===== config.mk =====
export PLATFORM = sky130hd
export DESIGN_NAME = err_eval_ctrl
export DESIGN_NICKNAME = d
export VERILOG_FILES = /design/src/rtl/err_eval_ctrl.sv
export SDC_FILE = /design/constraint.sdc
export NUM_CORES = 1
export LEC_CHECK = 0
export ABC_AREA = 1
export CAP_MARGIN = 5
export CELL_PAD_IN_SITES_DETAIL_PLACEMENT = 2
export CELL_PAD_IN_SITES_GLOBAL_PLACEMENT = 2
export CORE_MARGIN = 3
export CORE_UTILIZATION = 34
export CTS_CLUSTER_DIAMETER = 60
export CTS_CLUSTER_SIZE = 20
export DETAILED_ROUTE_END_ITERATION = 8
export GPL_TIMING_DRIVEN = 0
export PLACE_DENSITY = 0.95
export SETUP_SLACK_MARGIN = 0.2
export SLEW_MARGIN = 40
export SYNTH_ARGS = -nofsm -noshare
export SYNTH_HDL_FRONTEND = slang
export SYNTH_SLANG_ARGS = --single-unit

===== constraint.sdc =====
create_clock -name clk -period 7 [get_ports clk]
set_input_delay 0.7 -clock clk [delete_from_list [all_inputs] [get_ports clk]]
set_output_delay 0.7 -clock clk [all_outputs]
set_load 0.01 [all_outputs]

===== src/rtl/err_eval_ctrl.sv =====
// Error-evaluation sequencer: drives LFSR operands to an approximate adder
// and gathers error stats. Define ERR_EVAL_EXHAUSTIVE_EN for counter operands.
module err_eval_ctrl #(
   parameter int W       = 16,
   parameter int CNT_W   = 32,
   parameter int ACC_W   = 48,
   parameter int DUT_LAT = 0
) (
   input  logic             clk,
   input  logic             rst_n,
   input  logic             start,
   input  logic             abort,
   input  logic [CNT_W-1:0] num_samples,
   input  logic [31:0]      seed,
`ifdef ERR_EVAL_EXHAUSTIVE_EN
   input  logic             exhaustive,
`endif
   output logic [W-1:0]     op_a,
   output logic [W-1:0]     op_b,
   output logic             op_valid,
   input  logic [W:0]       approx_sum,
   output logic             busy,
   output logic             done,
   output logic [CNT_W-1:0] err_count,
   output logic [W:0]       max_err,
   output logic [ACC_W-1:0] sum_abs_err
);
   typedef enum logic [1:0] {S_IDLE, S_RUN, S_DRAIN, S_DONE} state_t;

   localparam logic [31:0] TAPS = 32'h8020_0003;
   localparam int SW = ((ACC_W > W + 1) ? ACC_W : W + 1) + 1;
   localparam logic [SW-1:0] ACC_MAX = SW'({ACC_W{1'b1}});

   state_t           r_state;
   logic [31:0]      r_lfsr;
   logic [CNT_W-1:0] r_num;
   logic [CNT_W-1:0] r_issued;
   logic [W-1:0]     r_op_a;
   logic [W-1:0]     r_op_b;
   logic             r_op_valid;
   logic             r_busy;
   logic             r_done;
   logic [CNT_W-1:0] r_err_count;
   logic [W:0]       r_max_err;
   logic [W:0]       r_err;
   logic             r_err_v;
   logic [ACC_W-1:0] r_sum_abs;

   logic [31:0]      w_seed_eff;
   logic [31:0]      w_src;
   logic [W-1:0]     w_nxt_a;
   logic [W-1:0]     w_nxt_b;
   logic [W:0]       w_exact;
   logic [W:0]       w_due_sum;
   logic [W:0]       w_abs;
   logic             w_due_v;
   logic             w_inflight;
   logic [SW-1:0]    w_sum_ext;

   function automatic logic [31:0] f_lfsr(input logic [31:0] s);
      return s[0] ? ((s >> 1) ^ TAPS) : (s >> 1);
   endfunction

   // First pair comes straight from the (non-zero) seed
   assign w_seed_eff = (seed == 32'd0) ? 32'd1 : seed;
   assign w_src      = (r_state == S_IDLE) ? w_seed_eff : r_lfsr;

`ifdef ERR_EVAL_EXHAUSTIVE_EN
   localparam int CW = 2 * W;
   logic          r_exh;
   logic [CW-1:0] r_cnt;
   logic [CW-1:0] w_cnt;
   logic          w_exh;
   logic          w_issue;

   assign w_exh   = (r_state == S_IDLE) ? exhaustive : r_exh;
   assign w_cnt   = (r_state == S_IDLE) ? '0 : r_cnt;
   assign w_nxt_a = w_exh ? w_cnt[W-1:0]    : w_src[W-1:0];
   assign w_nxt_b = w_exh ? w_cnt[CW-1:W]   : w_src[W+15:16];
   assign w_issue = !abort &&
      ((r_state == S_IDLE && start && num_samples != '0) ||
       (r_state == S_RUN && r_issued != r_num));

   always_ff @(posedge clk or negedge rst_n) begin
      if (!rst_n) begin
         r_exh <= 1'b0;
         r_cnt <= '0;
      end else begin
         if (!abort && r_state == S_IDLE && start)
            r_exh <= exhaustive;
         if (w_issue)
            r_cnt <= w_cnt + CW'(1);
      end
   end
`else
   assign w_nxt_a = w_src[W-1:0];
   assign w_nxt_b = w_src[W+15:16];
`endif

   assign w_exact = {1'b0, r_op_a} + {1'b0, r_op_b};

   generate
      if (DUT_LAT == 0) begin : g_comb
         assign w_due_sum  = w_exact;
         assign w_due_v    = r_op_valid;
         assign w_inflight = r_op_valid;
      end else begin : g_pipe
         logic [W:0]         r_dly_sum [DUT_LAT];
         logic [DUT_LAT-1:0] r_dly_v;

         always_ff @(posedge clk or negedge rst_n) begin
            if (!rst_n) begin
               r_dly_v <= '0;
               for (int i = 0; i < DUT_LAT; i++)
                  r_dly_sum[i] <= '0;
            end else begin
               r_dly_sum[0] <= w_exact;
               r_dly_v[0]   <= r_op_valid && !abort;
               for (int i = 1; i < DUT_LAT; i++) begin
                  r_dly_sum[i] <= r_dly_sum[i-1];
                  r_dly_v[i]   <= r_dly_v[i-1] && !abort;
               end
            end
         end

         assign w_due_sum  = r_dly_sum[DUT_LAT-1];
         assign w_due_v    = r_dly_v[DUT_LAT-1];
         assign w_inflight = r_op_valid || (|r_dly_v);
      end
   endgenerate

   assign w_abs = (w_due_sum >= approx_sum) ? w_due_sum - approx_sum
                                            : approx_sum - w_due_sum;
   assign w_sum_ext = SW'(r_sum_abs) + SW'(r_err);

   always_ff @(posedge clk or negedge rst_n) begin
      if (!rst_n) begin
         r_state     <= S_IDLE;
         r_lfsr      <= 32'd1;
         r_num       <= '0;
         r_issued    <= '0;
         r_op_a      <= '0;
         r_op_b      <= '0;
         r_op_valid  <= 1'b0;
         r_busy      <= 1'b0;
         r_done      <= 1'b0;
         r_err_count <= '0;
         r_max_err   <= '0;
         r_err       <= '0;
         r_err_v     <= 1'b0;
         r_sum_abs   <= '0;
      end else begin
         r_done  <= 1'b0;
         r_err_v <= w_due_v && !abort;
         if (w_due_v)
            r_err <= w_abs;
         // Abort drops the sample that would have landed on this edge
         if (r_err_v && !abort) begin
            if (r_err != '0 && r_err_count != '1)
               r_err_count <= r_err_count + CNT_W'(1);
            if (r_err > r_max_err)
               r_max_err <= r_err;
            r_sum_abs <= (w_sum_ext > ACC_MAX) ? '1 : w_sum_ext[ACC_W-1:0];
         end
         if (abort) begin
            r_state    <= S_IDLE;
            r_op_valid <= 1'b0;
            r_busy     <= 1'b0;
         end else begin
            unique case (r_state)
               S_IDLE: begin
                  if (start) begin
                     r_num       <= num_samples;
                     r_err_count <= '0;
                     r_max_err   <= '0;
                     r_sum_abs   <= '0;
                     if (num_samples == '0) begin
                        r_state <= S_DONE;
                        r_done  <= 1'b1;
                     end else begin
                        r_state    <= S_RUN;
                        r_busy     <= 1'b1;
                        r_op_a     <= w_nxt_a;
                        r_op_b     <= w_nxt_b;
                        r_op_valid <= 1'b1;
                        r_issued   <= CNT_W'(1);
                        r_lfsr     <= f_lfsr(w_src);
                     end
                  end
               end
               S_RUN: begin
                  if (r_issued == r_num) begin
                     r_state    <= S_DRAIN;
                     r_op_valid <= 1'b0;
                  end else begin
                     r_op_a   <= w_nxt_a;
                     r_op_b   <= w_nxt_b;
                     r_issued <= r_issued + CNT_W'(1);
                     r_lfsr   <= f_lfsr(w_src);
                  end
               end
               S_DRAIN: begin
                  if (!w_inflight) begin
                     r_state <= S_DONE;
                     r_busy  <= 1'b0;
                     r_done  <= 1'b1;
                  end
               end
               S_DONE: r_state <= S_IDLE;
            endcase
         end
      end
   end

   assign op_a        = r_op_a;
   assign op_b        = r_op_b;
   assign op_valid    = r_op_valid;
   assign busy        = r_busy;
   assign done        = r_done;
   assign err_count   = r_err_count;
   assign max_err     = r_max_err;
   assign sum_abs_err = r_sum_abs;
endmodule


==> results.yml <==
clock_tree:
  post-cts-setup-buffer-count: 0
  post_cts_resized: 0
  tritoncts_num_sinks: 219
  clock_insertion_delay_worst_skew_ns: 0.61
  clock_path_buffers: 3
  htree_levels: 1
  cts.clk_slew.worst_paths_ns: 0.07
  root_buffer: "sky130_fd_sc_hd__clkbuf_16"
  tritoncts: "done"
  cts_inserted_buffers: 30
  hold_buffers: 0
power:
  netSwitchingFraction_pct: 55.1
  peakVddDrop_mv: 0.243
  total_power_mw: 12.2
  power_frac_comb_pct: 65.0
  internal_power_mw: 5.48
  power.leakage_nw: 11.0
  seq_power_share_pct: 21.3
  power.clock.fraction_pct: 13.7
  power.density_cell_area_nw_per_um2: 543
  total_net_switching_power_mw: 6.73
drt:
  vias_cell: 5.43
  routedWlPerCell_um: 23.7
  detailed_route_iter0_violations: 1170
  detail_route.first_pass.iterations: 5
  final_antenna_net_count: 0
  drc: 0
  route.final.wire_length_um: 90000
  vias: 20600
setup_path:
  critical_path_class: "reg2reg"
  start_kind: "flop"
  critPathRequiredTime_ns: 7.51
  cp_data_arrival_time_ns: 4.91
  path_max_fanout: 10
  critPathCaptureType: "flop"
floorplan:
  ioPinCount: 217
  fp.dieH_um: 238
  core_area_um2: 52900
  starting_density_pct: 34.6
  floorplan.die_area_um2: 56700
  fp.dieW_um: 238
  placement_rows: 84
grt:
  grt_pass1_vias: 24000
  grt_max_degree: 71
  grt_antenna_before_repair: 1
  grt_first_pass_wirelength_um: 140000
  grtUsageTotal_pct: 31.3
  grt.overflow.total: 0
run:
  maxCapViolations: 0
finish:
  final_common_cell: "sky130_fd_sc_hd__nand2_1"
  layout.cell_area.non_filler_um2: 22500
  area_growth_pct: 22.8
  instances_no_fill: 3800
  flip_flop_and_latch_area_um2: 5480
  n_fill_cell: 6367
  most-common-layout-cells: "976 x sky130_fd_sc_hd__nand2_1, 332 x sky130_fd_sc_hd__inv_1, 332 x sky130_fd_sc_hd__nor2_1"
  drive_gt1_share_pct: 7.52
  multiInputGateArea_um2: 10800
  finish.utilization_pct: 42.5
  final_net_count: 3263
logic_synthesis:
  ys_ff_latch: 219
  library_cell_with_the_largest_summed_area_after_synthesis: "sky130_fd_sc_hd__dfrtp_1"
  synthesis.yosys.warnings: 0
  yosys_most_used_dff: "sky130_fd_sc_hd__dfrtp_1"
  synth_cells: 2836
  synth.avg_cell_area_um2: 6.45
  post_synth_main_area_contributors: "sky130_fd_sc_hd__dfrtp_1 30%, sky130_fd_sc_hd__nand2_1 20%, sky130_fd_sc_hd__inv_1 6.8%"
  asyncSetResetFlopFracSynth_pct: 100
  ys_seq_area_share_pct: 29.9
  post_synth_num_cell_types: 56
  area_share_of_the_largest_cell_type_after_synthesis_pct: 29.8
  synthesis.nets: 3013
  synth-edff-count: 0
  synth_area_um2: 18300
timing:
  final_count_of_hold_timing_violations: 0
  timing.final.max_slew_violations: 0
  fin_skew_ns: 0.0450
  relSlewSlack_pct: 53.6
  setup_total_negative_slack_ns: 0
  max_slew.worst_pin.slew_ns: 0.696
  finalCriticalPeriod_ns: 4.40
  achievable-frequency_mhz: 227
  finalSetupViolations: 0
  hold-worst-slack_ns: 0.0125
  rsz0062_at_grt: "no"
  final_min_period_over_clock_period_pct: 62.8
  post-route-worst-setup-slack_ns: 2.60
place:
  placed_cell_area_um2: 21400
  dp_hpwl_um: 67300
  portBuffers: 215
  place_congestion: 0.910
  place_worst_setup_slack_ns: 2.63
  post-place-cells: 3742
outcome:
  run_status: "finished clean"
min_path:
  hp-class: "in2async"
cell type report:
cell class,instances,area share (%)
Antenna cell,2,0.0223
Buffer,119,3.21
Clock buffer,31,3.40
Clock inverter,25,1.34
Inverter,348,5.81
Multi-Input combinational cell,2150,48.0
Sequential cell,219,24.4
Tap cell,688,3.83
Timing Repair Buffer,218,9.96
routing by layer:
metal	share of wire (%)	GRT usage, %
met3	3.7	3.25
met2	51	58.1
met1	40	36.0
met4	4.8	14.4
met5	0	0
state kept, by name, indices dropped and copies added, names as in the netlist, 3 cells and up:
name,flops
max_err,17
r_issued,32
r_lfsr,31
r_num,32
sum_abs_err,48
err_count,32
r_err,17
op_a,3
kinds of logic (layout without fill, tap and decap cells):
kind of cell	after synthesis	in the layout	synth area share [%]
and+or+nand+nor	1689	1689	39.0
buffers and inverters	467	741	11.1
AOI/OAI and AO/OA	250	250	7.89
DFF	219	219	29.9
xor gates and xnor gates	119	119	5.69
adders and majority gates	92	92	6.45
other	0	2	0
power groups by stage:
stage                     registers [mW]  clock network, mW  logic (mW)
after floorplan                     2.28                  0        4.98
after global placement              2.52                  0        7.13
after detailed placement            2.57                  0        7.71
after CTS                           2.57               1.69        7.93
after global routing                2.64               1.75        8.79
final                               2.60               1.67        7.93
final timing paths:
| kind | start | end | slack, ns | depth (start not counted) |
|---|---|---|---|---|
| min in group clk | abort | done$_DFF_PN0_ | 0.43 | 2 |
| max in group asynchronous | rst_n | r_lfsr[0]$_DFFE_PN1P_ | 5.85 | 3 |
| hold reg to reg | r_lfsr[0]$_DFFE_PN1P_ | r_lfsr[0]$_DFFE_PN1P_ | 0.51 | 2 |
| setup / recovery | r_lfsr[23]$_DFFE_PN0P_ | r_err[16]$_DFFE_PN0P_ | 2.60 | 20 |
| hold / removal | rst_n | sum_abs_err[8]$_DFF_PN0_ | 0.01 | 1 |
| setup reg to reg | r_lfsr[23]$_DFFE_PN0P_ | r_err[16]$_DFFE_PN0P_ | 2.60 | 20 |
critical path: stages, from the launching register on:
cell,delay (ns)
sky130_fd_sc_hd__dfrtp_1,0.51
sky130_fd_sc_hd__ha_1,0.43
sky130_fd_sc_hd__inv_1,0.11
sky130_fd_sc_hd__nor3_1,0.43
sky130_fd_sc_hd__nand3_1,0.16
sky130_fd_sc_hd__nand3_1,0.21
sky130_fd_sc_hd__a21oi_1,0.13
sky130_fd_sc_hd__or2_2,0.29
sky130_fd_sc_hd__nand2_1,0.08
sky130_fd_sc_hd__inv_1,0.05
sky130_fd_sc_hd__ha_1,0.41
sky130_fd_sc_hd__a21oi_1,0.29
sky130_fd_sc_hd__o21ai_0,0.17
sky130_fd_sc_hd__a21oi_2,0.25
sky130_fd_sc_hd__nand3_2,0.13
sky130_fd_sc_hd__nor2_4,0.18
sky130_fd_sc_hd__buf_6,0.17
sky130_fd_sc_hd__nand2_1,0.06
sky130_fd_sc_hd__nand2_1,0.09
sky130_fd_sc_hd__nand2_1,0.08
sky130_fd_sc_hd__nand2_1,0.08
synthesized netlist by cell type (39+ instances only):
| cell type | number |
|---|---|
| sky130_fd_sc_hd__nand2_1 | 976 |
| sky130_fd_sc_hd__inv_1 | 332 |
| sky130_fd_sc_hd__nor2_1 | 332 |
| sky130_fd_sc_hd__dfrtp_1 | 218 |
| sky130_fd_sc_hd__nand3_1 | 209 |
| sky130_fd_sc_hd__o21ai_0 | 125 |
| sky130_fd_sc_hd__ha_1 | 88 |
| sky130_fd_sc_hd__a21oi_1 | 73 |
| sky130_fd_sc_hd__xnor2_1 | 63 |
| sky130_fd_sc_hd__xor2_1 | 56 |
| sky130_fd_sc_hd__nand4_1 | 48 |
| sky130_fd_sc_hd__nor3_1 | 39 |
No activity file was read; power rests on OpenSTA's default activity.
